$ cat config.mk
export PLATFORM = sky130hd
export DESIGN_NAME = viterbi_rx_k3_flat
export DESIGN_NICKNAME = d
export VERILOG_FILES = /design/src/rtl/viterbi_rx_k3_if.sv /design/src/rtl/viterbi_rx_k3.sv /design/src/flat_wrapper.sv
export SDC_FILE = /design/constraint.sdc
export NUM_CORES = 1
export LEC_CHECK = 0
export CAP_MARGIN = 20
export CELL_PAD_IN_SITES_DETAIL_PLACEMENT = 0
export CELL_PAD_IN_SITES_GLOBAL_PLACEMENT = 1
export CORE_MARGIN = 2
export CORE_UTILIZATION = 52
export CTS_BUF_LIST = sky130_fd_sc_hd__clkbuf_4
export CTS_CLUSTER_SIZE = 20
export DETAILED_ROUTE_END_ITERATION = 6
export PLACE_DENSITY_LB_ADDON = 0.1
export SETUP_SLACK_MARGIN = 0.15
export SYNTH_ARGS = -nofsm -noshare
export SYNTH_HDL_FRONTEND = slang
export SYNTH_SLANG_ARGS = --single-unit
export TNS_END_PERCENT = 10
$ cat constraint.sdc
create_clock -name CLK -period 5.6 [get_ports CLK]
set_input_delay 1.12 -clock CLK [delete_from_list [all_inputs] [get_ports CLK]]
set_output_delay 1.12 -clock CLK [all_outputs]
set_load 0.005 [all_outputs]
$ cat src/rtl/viterbi_rx_k3_if.sv
// Symbol-in / decision-out bundle for the K=3 Viterbi receiver.
// master = upstream driver and bit sink, slave = decoder.
interface viterbi_rx_k3_if;
  logic       restart;
  logic       in_valid;
  logic [1:0] parities;
  logic [1:0] erase;
  logic       out;
  logic       out_valid;

  modport master (
    output restart, in_valid, parities, erase,
    input  out, out_valid
  );

  modport slave (
    input  restart, in_valid, parities, erase,
    output out, out_valid
  );
endinterface

$ cat src/rtl/viterbi_rx_k3.sv
// Hard-decision Viterbi decoder for the rate-1/2 K=3 (7,5) code.
// Four-state ACS with register-exchange survivors and erasure-aware branch metrics.
module viterbi_rx_k3 #(
  parameter int unsigned TB_DEPTH = 16,
  parameter int unsigned METRIC_W = 6
) (
  input logic           CLK,
  input logic           RST,
  viterbi_rx_k3_if.slave bus
);

  localparam int unsigned NUM_ST = 4;
  localparam int unsigned FILL_W = $clog2(TB_DEPTH + 1);
  localparam int unsigned COST_W = METRIC_W + 1;
  localparam logic [METRIC_W-1:0] INIT_OTHER = METRIC_W'(4);

  typedef logic [METRIC_W-1:0] metric_t;
  typedef logic [TB_DEPTH-1:0] path_t;

  metric_t           metric_q [NUM_ST];
  metric_t           metric_d [NUM_ST];
  path_t             path_q   [NUM_ST];
  path_t             path_d   [NUM_ST];
  logic [FILL_W-1:0] fill_q, fill_d;
  logic              acc_q, acc_d;
  logic              out_q, out_d;
  logic              out_valid_q, out_valid_d;

  logic [COST_W-1:0] cost_lo [NUM_ST];
  logic [COST_W-1:0] cost_hi [NUM_ST];
  logic              take_hi [NUM_ST];
  metric_t           acs_m   [NUM_ST];
  path_t             acs_p   [NUM_ST];
  logic              all_msb;
  logic [1:0]        best_st;

  // Hamming distance to the encoder output of (old_s, u), skipping erased bits.
  function automatic logic [1:0] branch_metric(input logic [1:0] old_s,
                                               input logic       u,
                                               input logic [1:0] rx,
                                               input logic [1:0] er);
    logic [1:0] exp_p;
    logic       e1, e0;
    exp_p[1] = u ^ old_s[0] ^ old_s[1];
    exp_p[0] = u ^ old_s[1];
    e1 = (rx[1] ^ exp_p[1]) & ~er[1];
    e0 = (rx[0] ^ exp_p[0]) & ~er[0];
    return {1'b0, e1} + {1'b0, e0};
  endfunction

  // New state {b,u} chooses between old {0,b} and {1,b}; ties keep {0,b}.
  always_comb begin
    all_msb = 1'b1;
    for (int ns = 0; ns < NUM_ST; ns++) begin
      cost_lo[ns] = COST_W'(metric_q[{1'b0, 1'(ns >> 1)}])
                  + COST_W'(branch_metric({1'b0, 1'(ns >> 1)}, 1'(ns), bus.parities, bus.erase));
      cost_hi[ns] = COST_W'(metric_q[{1'b1, 1'(ns >> 1)}])
                  + COST_W'(branch_metric({1'b1, 1'(ns >> 1)}, 1'(ns), bus.parities, bus.erase));
      take_hi[ns] = cost_hi[ns] < cost_lo[ns];
      acs_m[ns]   = take_hi[ns] ? METRIC_W'(cost_hi[ns]) : METRIC_W'(cost_lo[ns]);
      acs_p[ns]   = take_hi[ns] ? {path_q[{1'b1, 1'(ns >> 1)}][TB_DEPTH-2:0], 1'(ns)}
                                : {path_q[{1'b0, 1'(ns >> 1)}][TB_DEPTH-2:0], 1'(ns)};
      all_msb     = all_msb & acs_m[ns][METRIC_W-1];
    end
    // Clearing a common MSB subtracts the same amount from every state.
    if (all_msb) begin
      for (int ns = 0; ns < NUM_ST; ns++) begin
        acs_m[ns][METRIC_W-1] = 1'b0;
      end
    end
  end

  always_comb begin
    best_st = 2'd0;
    for (int i = 1; i < NUM_ST; i++) begin
      if (metric_q[i] < metric_q[best_st]) begin
        best_st = 2'(i);
      end
    end
  end

  always_comb begin
    metric_d    = metric_q;
    path_d      = path_q;
    fill_d      = fill_q;
    acc_d       = 1'b0;
    out_d       = out_q;
    out_valid_d = 1'b0;

    // Decision for the symbol accepted on the previous edge, even across restart.
    if (acc_q && (fill_q == FILL_W'(TB_DEPTH))) begin
      out_valid_d = 1'b1;
      out_d       = path_q[best_st][TB_DEPTH-1];
    end

    if (bus.restart) begin
      for (int i = 0; i < NUM_ST; i++) begin
        metric_d[i] = (i == 0) ? '0 : INIT_OTHER;
        path_d[i]   = '0;
      end
      fill_d = '0;
    end else if (bus.in_valid) begin
      metric_d = acs_m;
      path_d   = acs_p;
      acc_d    = 1'b1;
      if (fill_q != FILL_W'(TB_DEPTH)) begin
        fill_d = fill_q + FILL_W'(1);
      end
    end
  end

  always_ff @(posedge CLK or posedge RST) begin
    if (RST) begin
      for (int i = 0; i < NUM_ST; i++) begin
        metric_q[i] <= (i == 0) ? '0 : INIT_OTHER;
        path_q[i]   <= '0;
      end
      fill_q      <= '0;
      acc_q       <= 1'b0;
      out_q       <= 1'b0;
      out_valid_q <= 1'b0;
    end else begin
      metric_q    <= metric_d;
      path_q      <= path_d;
      fill_q      <= fill_d;
      acc_q       <= acc_d;
      out_q       <= out_d;
      out_valid_q <= out_valid_d;
    end
  end

  assign bus.out       = out_q;
  assign bus.out_valid = out_valid_q;

endmodule
$ cat src/flat_wrapper.sv
// flat-port wrapper written by rule: the top's interface ports become plain ports
module viterbi_rx_k3_flat 
#(
  parameter int unsigned TB_DEPTH = 16,
  parameter int unsigned METRIC_W = 6
)
  (CLK, RST, bus_restart, bus_in_valid, bus_parities, bus_erase, bus_out, bus_out_valid);
  viterbi_rx_k3_if bus_i ();
  input logic CLK;
  input logic RST;
  input wire logic [$bits(bus_i.restart)-1:0] bus_restart;
  input wire logic [$bits(bus_i.in_valid)-1:0] bus_in_valid;
  input wire logic [$bits(bus_i.parities)-1:0] bus_parities;
  input wire logic [$bits(bus_i.erase)-1:0] bus_erase;
  output wire logic [$bits(bus_i.out)-1:0] bus_out;
  output wire logic [$bits(bus_i.out_valid)-1:0] bus_out_valid;
  assign bus_i.restart = bus_restart;
  assign bus_i.in_valid = bus_in_valid;
  assign bus_i.parities = bus_parities;
  assign bus_i.erase = bus_erase;
  assign bus_out = bus_i.out;
  assign bus_out_valid = bus_i.out_valid;
  viterbi_rx_k3 #(.TB_DEPTH(TB_DEPTH), .METRIC_W(METRIC_W)) u_core (.CLK(CLK), .RST(RST), .bus(bus_i));
endmodule
; ---- Yosys cells after proc, flatten, opt, wreduce, memory -nomap -nowiden
; Index checks and enable logic that the tools add are counted.
[op_classes]
add_sub_neg = 13
magnitude_cmp = 10
n_eq_ne = 2
mux = 34
n_bitwise = 14
n_reduce_logical = 4
[op_table]
columns = cell, count
row1 = $mux W64, 2
row2 = $mux W16, 6
row3 = $add A6 B2 Y7, 8
row4 = $mux W24, 2
row5 = $mux W6, 8
row6 = $bmux W16 S2, 1
row7 = $lt A7 B7 Y1, 4
row8 = $bmux W6 S2, 2
row9 = $lt A6 B6 Y1, 3
row10 = $mux W5, 3
row11 = $ge A3 B3 Y1 const B, 3
row12 = $not A2 Y3, 3
row13 = $add A1 B1 Y2, 4
row14 = $mux W1, 8
row15 = $and A1 B1 Y1, 7
row16 = $add A5 B1 Y5 const B, 1
row17 = $eq A5 B5 Y1 const B, 1
row18 = $ne A5 B5 Y1 const B, 1
row19 = $mux W2, 2
row20 = $not A1 Y1, 4
row21 = $reduce_bool A2 Y1, 2
row22 = $reduce_and A2 Y1, 1
row23 = $logic_and A1 B1 Y1, 1
[totals]
register_bits = 96
input_bits = 8
output_inout_bits = 2

; ---- Depth between registers and ports, before layout
; Gate-level depths: netlist of the first run.
[depth]
word_depth = 18
ltp_mapped = 24

; ---- Least setup slack after synthesis of the first run
; Ideal clock, no wire load.
[synth_timing]
path_kind = register to register
start = register u_core.metric_q[21] in the netlist's numbering
end = register u_core.out_q, in the netlist u_core.bus.out
setup_time_ps = 136
t_arrival_ps = 4549
setup_slack_ps = 915
stages_incl_launch_ff = 25
period_less_slack_ps = 4685
cell_sequence = dfrtp_1 -> buf_2 -> inv_1 -> ha_1 -> a211o_1 -> a21oi_1 -> o21ai_4 -> mux2i_1 -> ha_1 -> a211o_1 -> a311oi_1 -> nand2_1 -> mux2i_1 -> nor2b_1 -> buf_2 -> nand2_1 -> o21ai_1 -> ha_1 -> a21o_1 -> a21o_1 -> a2111oi_0 -> o21ai_0 -> a211o_1 -> o2111ai_1 -> o211ai_1
[synth_between]
elab_chain_cells = 18
[synth_lines]
columns = item, line
row1 = from (decl), viterbi_rx_k3.sv:20  ; metric_t metric_q [NUM_ST];
row2 = "from (signal, indexed assignment)", viterbi_rx_k3.sv:115  ; metric_q[i] <= (i == 0) ? '0 : INIT_OTHER;
row3 = from (signal assigned), viterbi_rx_k3.sv:123  ; metric_q <= metric_d;
row4 = $lt A6 B6 Y1, viterbi_rx_k3.sv:76  ; if (metric_q[i] < metric_q[best_st]) begin
row5 = $mux W1, viterbi_rx_k3.sv:76
row6 = $not A2 Y3 (implied by the code), viterbi_rx_k3.sv:76
row7 = $bmux W6 S2, viterbi_rx_k3.sv:76
row8 = $mux W6 (implied by the code) (2 in series), viterbi_rx_k3.sv:76
row9 = $lt A6 B6 Y1, viterbi_rx_k3.sv:76
row10 = $mux W2, viterbi_rx_k3.sv:76
row11 = $not A2 Y3 (implied by the code), viterbi_rx_k3.sv:76
row12 = $bmux W6 S2, viterbi_rx_k3.sv:76
row13 = $mux W6 (implied by the code) (2 in series), viterbi_rx_k3.sv:76
row14 = $lt A6 B6 Y1, viterbi_rx_k3.sv:76
row15 = $mux W2 *, viterbi_rx_k3.sv:76
row16 = $not A2 Y3 (implied by the code) *, viterbi_rx_k3.sv:93  ; out_d = path_q[best_st][TB_DEPTH-1];
row17 = $bmux W16 S2 *, viterbi_rx_k3.sv:93
row18 = $mux W16 (implied by the code) * (2 in series), viterbi_rx_k3.sv:93
row19 = to (signal assigned), viterbi_rx_k3.sv:127  ; out_q <= out_d;
row20 = to (decl), viterbi_rx_k3.sv:26  ; logic out_q, out_d;
; Every way passes the cells marked *; elsewhere a longest branch is shown, timed or not. The select of a mux whose other input is x is not followed.
; A chain may end at the register's enable or synchronous reset.

; ---- Worst setup path in the final report of the first run
[layout_timing]
start = register u_core.metric_q[20] in the netlist's numbering
end = register u_core.out_q, in the netlist u_core.bus.out
; Same word-level chain as after synthesis.

==> flow_summary.yaml, run 1 <==
synthesis:
  ys_warn_count: 0
  syn_avg_cell_area_um2: 9.565
  syn-instance-count: 681
  synth.net_count: 758
  synth-seq-cells: 90
  yosys-top-cells-area: "dfrtp_1 (33%), ha_1 (12%), mux2i_1 (11%)"
  synth_top_area_share: 0.3342
  synth-edff-count: 0
  ys.flop_type: "dfrtp_1"
  synth_top_area_cell: "dfrtp_1"
  synth.distinct_cells: 60
  syn_area_um2: 6514
  seq_area_frac_synth: 0.3463
  ys_async_sr_fraction: 1.000
sta:
  relSlewSlack: 0.4510
  setup_tns_ns: 0
  drv_slew: 0
  min_period_ns: 5.104
  rsz0062_at_grt: "no"
  finalSetupViolations: 0
  finalCritPeriodShare: 0.9114
  hold_violations: 0
  skew_ns: 0.02194
  layout_setup_ws_ns: 0.4962
  fmax_mhz: 195.9
  worstMarginPinSlew_ns: 0.8225
power:
  power_density_nw_per_um2: 499.9
  peakVddDrop_mv: 0.2195
  power.leakage_nw: 3.207
global_routing:
  grt_antenna_before_repair: 0
  grt_use_total: 0.2425
  grt_pass1_wl_mm: 25.15
  grt_use_met1: 0.3389
  grt_pass1_vias: 4885
  grt_busiest_layer: "met2"
  globalRouteMet3Util: 0.03713
  grtUsageMet2: 0.3754
  grt_max_degree: 75
  grt-ovfl-total: 0
floorplan:
  die_area_um2: 13440
  coreArea_um2: 12110
  pin_count: 10
  start_util: 0.5378
  die_h_um: 115.9
  num_rows: 40
  fp.dieW_um: 115.9
clock_tree:
  cts_root_buffer: "clkbuf_4"
  cts_max_level: 3
  cts_buffers: 9
  clk_pin_slew_worst_paths_ns: 0.16
  clock_latency_ns: 0.50
  clockBufferDepth: 2
  numClockSinks: 90
  cts_tree: "built"
drt:
  firstDrtPassIters: 4
  vias_per_cell: 5.822
  wl_per_cell_um: 18.07
  drc_errors: 0
  wl_mm: 15.25
  vias: 4914
  drtIter0Drc: 256
  ant_nets: 0
layout:
  final_nets: 748
  antenna_cells: 0
  syn_to_final_growth_pct: 5.340
  fin_cells: 844
  n_fill_cell: 1098
  drive_above_1_share: 0.07101
  multi_input_area_um2: 3963
  seqCellArea_um2: 2260
place:
  place_congestion: 0.9360
  placed_cells: 822
  dp_slack_ns: 0.2412
  dpl.hpwl_mm: 10.37
  port_buffers: 9
setup_path:
  critPathCaptureType: "flip-flop"
  cp_max_fo: 11
  critPathLaunch: "u_core.metric_q[20]$_DFFE_PP0P_"
  r2r_start: "u_core.metric_q[20]$_DFFE_PP0P_"
  cp-start-kind: "flip-flop"
  path_class: "reg -> reg"
  worstPathRequired_ns: 5.97
  worstPathArrival_ns: 5.47
hold_path:
  min_path_type: "reg -> reg"
  hold_start: "u_core.path_q[0]$_DFFE_PP0P_"
job:
  cap_violations: 0
outcome:
  status: "completed"
==> state kept, by name, indices dropped and copies added (netlist names) <==
name / count
u_core.metric_q: 24
u_core.fill_q: 5
u_core.acc_q: 1
u_core.bus.out_valid: 1
u_core.path_q: 58
u_core.bus.out: 1
==> cells in the mapped netlist (7+ instances only) <==
master,n
a21o_1,12
fa_1,8
clkbuf_1,28
nand2_1,32
xor2_1,13
a211oi_1,63
a21oi_1,22
o21ai_1,7
nand2b_1,7
mux2i_1,72
xnor2_1,23
inv_1,22
nor2_1,109
ha_1,61
dfrtp_1,87
nand3_1,21
==> logic make-up (layout without fill, tap and decap cells) <==
logic type | Yosys count | after routing | synth area share
and+or+nand+nor | 196 | 196 | 0.1310
adders and majority gates | 69 | 69 | 0.1418
AOI/OAI and AO/OA | 150 | 150 | 0.1704
muxes | 74 | 74 | 0.1164
DFF | 90 | 90 | 0.3463
buffers and inverters | 66 | 61 | 0.04572
xor gates and xnor gates | 36 | 36 | 0.04841
==> through the flow <==
| stage | cell area [um2] | power [mW] | utilization | hold slack, ns |
|---|---|---|---|---|
| floorplan | 6514 | 2.593 | - | 0.4660 |
| global placement | 6665 | 2.959 | 0.5503 | 0.4795 |
| detailed placement | 6665 | 3.004 | 0.5503 | 0.4982 |
| CTS | 6810 | 3.420 | 0.5623 | 0.5316 |
| global route | 6862 | 3.698 | 0.5665 | 0.5579 |
| finish | 6862 | 3.430 | 0.5665 | 0.5269 |
==> layout by cell type (no fill, tap or decap), types with 5 or more instances in the layout <==
cell / instances
nand4_1: 5
a211oi_1: 63
o211ai_1: 5
mux2i_1: 72
clkdlybuf4s50_1: 7
nand3_1: 21
a21o_1: 12
inv_1: 21
ha_1: 61
a21oi_1: 22
dfrtp_1: 84
nor2_1: 109
nand2_1: 32
fa_1: 8
a211o_1: 5
o21ai_0: 6
o21ai_1: 7
xor2_1: 13
nand2b_1: 7
xnor2_1: 23
clkbuf_4: 11
buf_4: 14
==> path summary, 6_finish.rpt <==
path / to / slack (ns) / depth (start not counted)
worst max-delay path: u_core.bus.out$_DFFE_PP0P_ / 0.50 / 22
worst min-delay path: u_core.path_q[0]$_DFFE_PP0P_ / 0.53 / 2
worst max register to register: u_core.bus.out$_DFFE_PP0P_ / 0.50 / 22
worst min register to register: u_core.path_q[0]$_DFFE_PP0P_ / 0.53 / 2
max in group asynchronous: u_core.metric_q[21]$_DFFE_PP0P_ / 3.42 / 3
min in group asynchronous: u_core.path_q[36]$_DFFE_PP0P_ / 1.03 / 2
==> power breakdown <==
group | total, mW | internal (mW) | switching (mW)
clock | 0.404 | 0.149 | 0.254
combinational | 2.13 | 0.961 | 1.17
sequential | 0.896 | 0.751 | 0.145
==> worst max-delay path, stage by stage (launching register included) <==
cell and delay (ns):
dfrtp_2 0.48, inv_1 0.11, ha_1 0.19, a211o_1 0.29, a21oi_1 0.25, o21ai_4 0.12
mux2i_1 0.23, ha_1 0.32, a211o_1 0.30, a311oi_1 0.33, nand2_1 0.11, mux2i_1 0.24
nor2b_2 0.16, nand2_1 0.08, o21ai_1 0.06, ha_1 0.30, a21o_1 0.16, a21o_1 0.19
a2111oi_0 0.40, o21ai_0 0.15, a211o_1 0.29, o2111ai_1 0.09, o211ai_1 0.11
==> layer usage <==
metal	vias to the layer above	wire, um
li1	2435	-
met2	70	6939
met5	-	0
met1	2382	7404
met4	0	417
met3	27	485
==> timing repair <==
| action | CTS | global route |
|---|---|---|
| endpoints found under the setup margin | 0 | 1 |
| setup buffers | 0 | 6 |
| resized for setup | 0 | 4 |
| hold buffers | 0 | 0 |
==> layout make-up <==
| type | instances | area share |
|---|---|---|
| inverter | 22 | 0.01222 |
| clock inverter | 5 | 0.009117 |
| multi-input combinational | 525 | 0.5775 |
| tap | 168 | 0.03063 |
| clock buffer | 11 | 0.01204 |
| sequential | 90 | 0.3293 |
| timing repair buffer | 23 | 0.02918 |
Power figures use the tool's default switching activity.
==> run 2: changes to the inputs <==
- ABC_AREA: default -> 0
- RECOVER_POWER: default -> 50
==> run 2 against run 1 <==
The run now ends with capacitance limit, slew limit left. Die area did not move. Clock-buffer cell count did not move. Routed wire length fell by 0.52%. Core utilization fell by 0.062 points. Highest routed layer unchanged. Clock power barely moved. Clock skew barely moved. Largest power group unchanged. Hold slack barely moved. Design area fell by 0.11%. Worst setup slack improved by 0.0096 ns. Critical path depth did not move.
==> flow_summary.yaml, run 2 (synthesized netlist as in run 1, its figures left out) <==
place:
  placed_cells: 822
  place_area_um2: 6665
  port_buffers: 9
  dpl.hpwl_mm: 10.37
  place_congestion: 0.9360
hold_path:
  hold_depth: 2
  hold_start: "u_core.path_q[0]$_DFFE_PP0P_"
  min_path_type: "reg -> reg"
layout:
  final_nets: 748
  design_area_um2: 6854
  final_cell_mix: "nor2_1 (109), dfrtp_1 (84), mux2i_1 (72)"
  layout_commonest_cell: "nor2_1"
  syn_to_final_growth_pct: 5.225
  drive_above_1_share: 0.06805
  largest_reg_flops: 58
  reg_top3: "u_core.path_q: 58 flops, u_core.metric_q: 24 flops, u_core.fill_q: 5 flops"
  fin_cells: 844
  largest_register: "u_core.path_q"
  antenna_cells: 0
drt:
  wl_mm: 15.17
  firstDrtPassIters: 4
  ant_nets: 0
  vias: 4927
  drtIter0Drc: 263
  wl_per_cell_um: 17.97
  drc_errors: 0
  vias_per_cell: 5.838
floorplan:
  coreArea_um2: 12110
  num_rows: 40
  die_area_um2: 13440
  start_util: 0.5378
  pin_count: 10
  fp.dieW_um: 115.9
  die_h_um: 115.9
power:
  power_density_nw_per_um2: 500.6
  p_int_mw: 1.862
  p_switching_mw: 1.569
  power_frac_seq: 0.261
  p_clk_frac: 0.118
  peakVddDrop_mv: 0.2206
  swShare: 0.4573
  power_mw: 3.431
  pwr-share-comb: 0.621
  power.leakage_nw: 3.197
sta:
  min_period_ns: 5.094
  drv_slew: 109
  setup_tns_ns: 0
  rsz0062_at_grt: "no"
  skew_ns: 0.02229
  worstMarginPinSlew_ns: 3.029
  fmax_mhz: 196.3
  finalSetupViolations: 0
  hold_violations: 0
  relSlewSlack: -1.020
  finalCritPeriodShare: 0.9097
clock_tree:
  cts_max_level: 3
  clock_latency_ns: 0.50
  clockBufferDepth: 2
  clk_pin_slew_worst_paths_ns: 0.16
  cts_root_buffer: "clkbuf_4"
  numClockSinks: 90
  cts_tree: "built"
  cts_buffers: 9
global_routing:
  grt_pass1_wl_mm: 25.15
  grt_use_total: 0.2425
  grt_max_degree: 75
  grt_antenna_before_repair: 0
  grt_pass1_vias: 4885
  grt-ovfl-total: 0
setup_path:
  worstPathCellList: "inv_1 -> ha_1 -> a211o_1 -> a21oi_1 -> o21ai_4 -> mux2i_1 -> ha_1 -> a211o_1 -> a311oi_1 -> nand2_1 -> mux2i_1 -> nor2b_2 -> nand2_1 -> o21ai_1 -> ha_1 -> a21o_1 -> a21o_1 -> a2111oi_0 -> o21ai_0 -> a211o_1 -> o2111ai_1 -> o211ai_1"
  worstPathArrival_ns: 5.46
  critPathCaptureType: "flip-flop"
  cp-start-kind: "flip-flop"
  critPathLaunch: "u_core.metric_q[20]$_DFFE_PP0P_"
  critPathMaxStageDelay_ns: 0.48
  cp_slowest_cell: "dfrtp_2"
  cp_max_fo: 11
  path_class: "reg -> reg"
  crit_family: "compound AO/OA/AOI/OAI gates"
  reg2reg_depth: 22
  worstPathRequired_ns: 5.97
  path_buf_inv: 1
  crit_cells: 22
  r2r_start: "u_core.metric_q[20]$_DFFE_PP0P_"
outcome:
  status: "finished with violations"
  violations: "capacitance limit, slew limit"
job:
  cap_violations: 2
run 2: metrics by stage:
stage	hold WS, ns	util	worst slack [ns]
after floorplan	0.4660	-	0.9154
after global placement	0.4795	0.5503	0.2334
after detailed placement	0.4982	0.5503	0.2412
after CTS	0.5316	0.5623	0.1858
after global routing	0.5579	0.5659	0.2126
final	0.5269	0.5659	0.5058
run 2: cell type report:
class / count / area, um2
fill: 1101 / 5258
multi-input combinational: 525 / 3963
sequential: 90 / 2260
tap: 168 / 210.2
timing repair buffer: 23 / 192.7
inverter: 22 / 83.83
clock buffer: 11 / 82.58
clock inverter: 5 / 62.56
run 2: worst reg2reg max path, delay by kind of cell (launching register included):
| kind | cells | cell delay (ns) |
|---|---|---|
| AOI/OAI and AO/OA | 13 | 2.73 |
| adders and majority gates | 3 | 0.81 |
| buffers and inverters | 1 | 0.11 |
| DFF | 1 | 0.48 |
| muxes | 2 | 0.48 |
| and+or+nand+nor | 3 | 0.35 |
run 2: path summary, 6_finish.rpt:
check	slack [ns]	end
setup / recovery	0.51	u_core.bus.out$_DFFE_PP0P_
hold / removal	0.53	u_core.path_q[0]$_DFFE_PP0P_
min in group asynchronous	1.52	u_core.path_q[36]$_DFFE_PP0P_
setup reg to reg	0.51	u_core.bus.out$_DFFE_PP0P_
hold reg to reg	0.53	u_core.path_q[0]$_DFFE_PP0P_
max in group asynchronous	2.04	u_core.metric_q[21]$_DFFE_PP0P_
run 2: power groups by stage:
stage	sequential [mW]	combinational, mW	clock (mW)
finish	0.897	2.13	0.404
global route	0.914	2.35	0.438
CTS	0.896	2.11	0.412
detailed placement	0.909	2.10	0
global placement	0.906	2.05	0
floorplan	0.833	1.76	0
run 2: per-layer routing:
metal  vias up  share of wire  track usage
met5         -              0            0
met4         0          0.028       0.1063
met3        27          0.032      0.03713
met2        69           0.45       0.3754
met1      2396           0.48       0.3389
li1       2435              -            -
run 2: repair_timing:
item / in CTS / in global routing
hold buffers: 0 / 0
hold endpoints to repair: 0 / 0
buffers inserted: 0 / 6
gates resized for setup: 0 / 4
endpoints found under the setup margin: 0 / 1
==> run 3: changes to the inputs <==
- CAP_MARGIN: 20 -> default
- CTS_CLUSTER_DIAMETER: default -> 40
- GPL_ROUTABILITY_DRIVEN: default -> 0
==> run 3 against run 2 <==
Largest power group unchanged. Hold slack worse by 0.013 ns. Worst setup slack better by 0.12 ns. The flow still finishes with violations (capacitance limit, slew limit). Core utilization up 0.22 points. Non-clock buffer count up 5. Die area unchanged. Cell count up 0.59%.
==> flow_summary.yaml, run 3 (synthesized netlist as in run 1, its figures left out) <==
outcome:
  status: "finished with violations"
  violations: "capacitance limit, slew limit"
layout:
  n_fill_cell: 1156
  fin_util: 0.5681
  largest_reg_flops: 58
  antenna_cells: 0
  drive_above_1_share: 0.07489
  syn_to_final_growth_pct: 5.628
  final_nets: 753
  final_cell_mix: "nor2_1 (109), dfrtp_1 (84), mux2i_1 (72)"
  design_area_um2: 6880
  reg_top3: "u_core.path_q: 58 flops, u_core.metric_q: 24 flops, u_core.fill_q: 5 flops"
  largest_register: "u_core.path_q"
  layout_commonest_cell: "nor2_1"
setup_path:
  worstPathArrival_ns: 5.35
  path_class: "reg -> reg"
  cp-start-kind: "flip-flop"
  r2r_slack_ns: 0.62
  cp_max_fo: 11
  critPathCaptureType: "flip-flop"
  worstPathRequired_ns: 5.98
drt:
  firstDrtPassIters: 5
  ant_nets: 0
  vias_per_cell: 5.787
  drc_errors: 0
  wl_mm: 15.10
  vias: 4913
  wl_per_cell_um: 17.79
  drtIter0Drc: 320
sta:
  skew_ns: 0.02158
  rsz0062_at_grt: "no"
  worstMarginPinSlew_ns: 3.274
  finalCritPeriodShare: 0.8889
  relSlewSlack: -1.183
  whs_ns: 0.5138
  min_period_ns: 4.978
  hold_violations: 0
  fmax_mhz: 200.9
  setup_tns_ns: 0
  finalSetupViolations: 0
  drv_slew: 218
global_routing:
  grt-ovfl-total: 0
  grt_antenna_before_repair: 0
  grt_use_total: 0.2466
  grt_max_degree: 85
  grt_pass1_wl_mm: 25.44
  grt_pass1_vias: 4920
floorplan:
  die_h_um: 115.9
  pin_count: 10
  fp.dieW_um: 115.9
  num_rows: 40
  start_util: 0.5378
  coreArea_um2: 12110
  die_area_um2: 13440
hold_path:
  min_path_type: "reg -> reg"
clock_tree:
  cts_max_level: 3
  clock_latency_ns: 0.48
  numClockSinks: 90
  cts_tree: "built"
  clockBufferDepth: 2
  cts_buffers: 9
  cts_root_buffer: "clkbuf_4"
  clk_pin_slew_worst_paths_ns: 0.16
power:
  power.leakage_nw: 3.215
  peakVddDrop_mv: 0.2670
  power_density_nw_per_um2: 493.2
job:
  cap_violations: 4
place:
  place_area_um2: 6675
  dpl.hpwl_mm: 10.60
  port_buffers: 9
-- run 3: what timing repair did --
item	in CTS	in global routing
gates resized for setup	0	7
hold buffers	0	0
buffers inserted	0	8
setup endpoints to repair	0	1
endpoints found under the hold margin	0	0
-- run 3: area by class of cell --
class	instances	area, um2	share of cell area
flip-flops and latches	90	2260	0.3284
multi-input cells	525	3970	0.5770
repair buffers	28	210.2	0.03055
inverters	22	83.83	0.01218
clock inverters	5	63.81	0.009274
well taps	168	210.2	0.03055
clock buffers	11	82.58	0.01200
-- run 3: path summary, 6_finish.rpt --
kind	startpoint	end	depth (start not counted)
max	u_core.metric_q[21]$_DFFE_PP0P_	u_core.bus.out$_DFFE_PP0P_	22
min	u_core.path_q[0]$_DFFE_PP0P_	u_core.path_q[0]$_DFFE_PP0P_	2
max reg2reg	u_core.metric_q[21]$_DFFE_PP0P_	u_core.bus.out$_DFFE_PP0P_	22
min reg2reg	u_core.path_q[0]$_DFFE_PP0P_	u_core.path_q[0]$_DFFE_PP0P_	2
max in group asynchronous	RST	u_core.metric_q[21]$_DFFE_PP0P_	3
min in group asynchronous	RST	u_core.path_q[27]$_DFFE_PP0P_	2
-- run 3: where the power goes --
group / switching, mW / internal [mW] / leakage (nW) / total (mW)
Sequential: 0.141 / 0.752 / 1.19 / 0.892
Combinational: 1.16 / 0.958 / 1.95 / 2.11
Clock: 0.237 / 0.149 / 0.0777 / 0.387
-- run 3: routing by layer --
layer | wire length (um) | vias up | track usage
li1 | - | 2433 | -
met2 | 7276 | 78 | 0.4086
met3 | 593 | 18 | 0.05439
met1 | 6922 | 2384 | 0.3282
met4 | 311 | 0 | 0.06746
met5 | 0 | - | 0
-- run 3: critical path, cell delays in order, from the launching register on --
cell and delay (ns):
dfrtp_2 0.43, inv_1 0.07, ha_1 0.29, a211o_1 0.26, a21oi_1 0.22, o21ai_4 0.12, mux2i_1 0.22, ha_1 0.32
a211o_1 0.32, a311oi_2 0.31, nand2_1 0.11, mux2i_1 0.23, nor2b_2 0.15, nand2_1 0.08, o21ai_1 0.07, ha_1 0.30
a21o_1 0.16, a21o_1 0.18, a2111oi_1 0.44, o21ai_0 0.17, a211o_1 0.27, o2111ai_1 0.08, o211ai_1 0.11
-- run 3: per-stage QoR --
| step | worst slack [ns] | power [mW] | cells |
|---|---|---|---|
| global route | 0.1705 | 3.687 | 849 |
| CTS | 0.2035 | 3.348 | 841 |
| floorplan | 0.9154 | 2.593 | 681 |
| finish | 0.6221 | 3.394 | 849 |
| detailed placement | 0.2260 | 2.947 | 825 |
| global placement | 0.2899 | 2.899 | 825 |
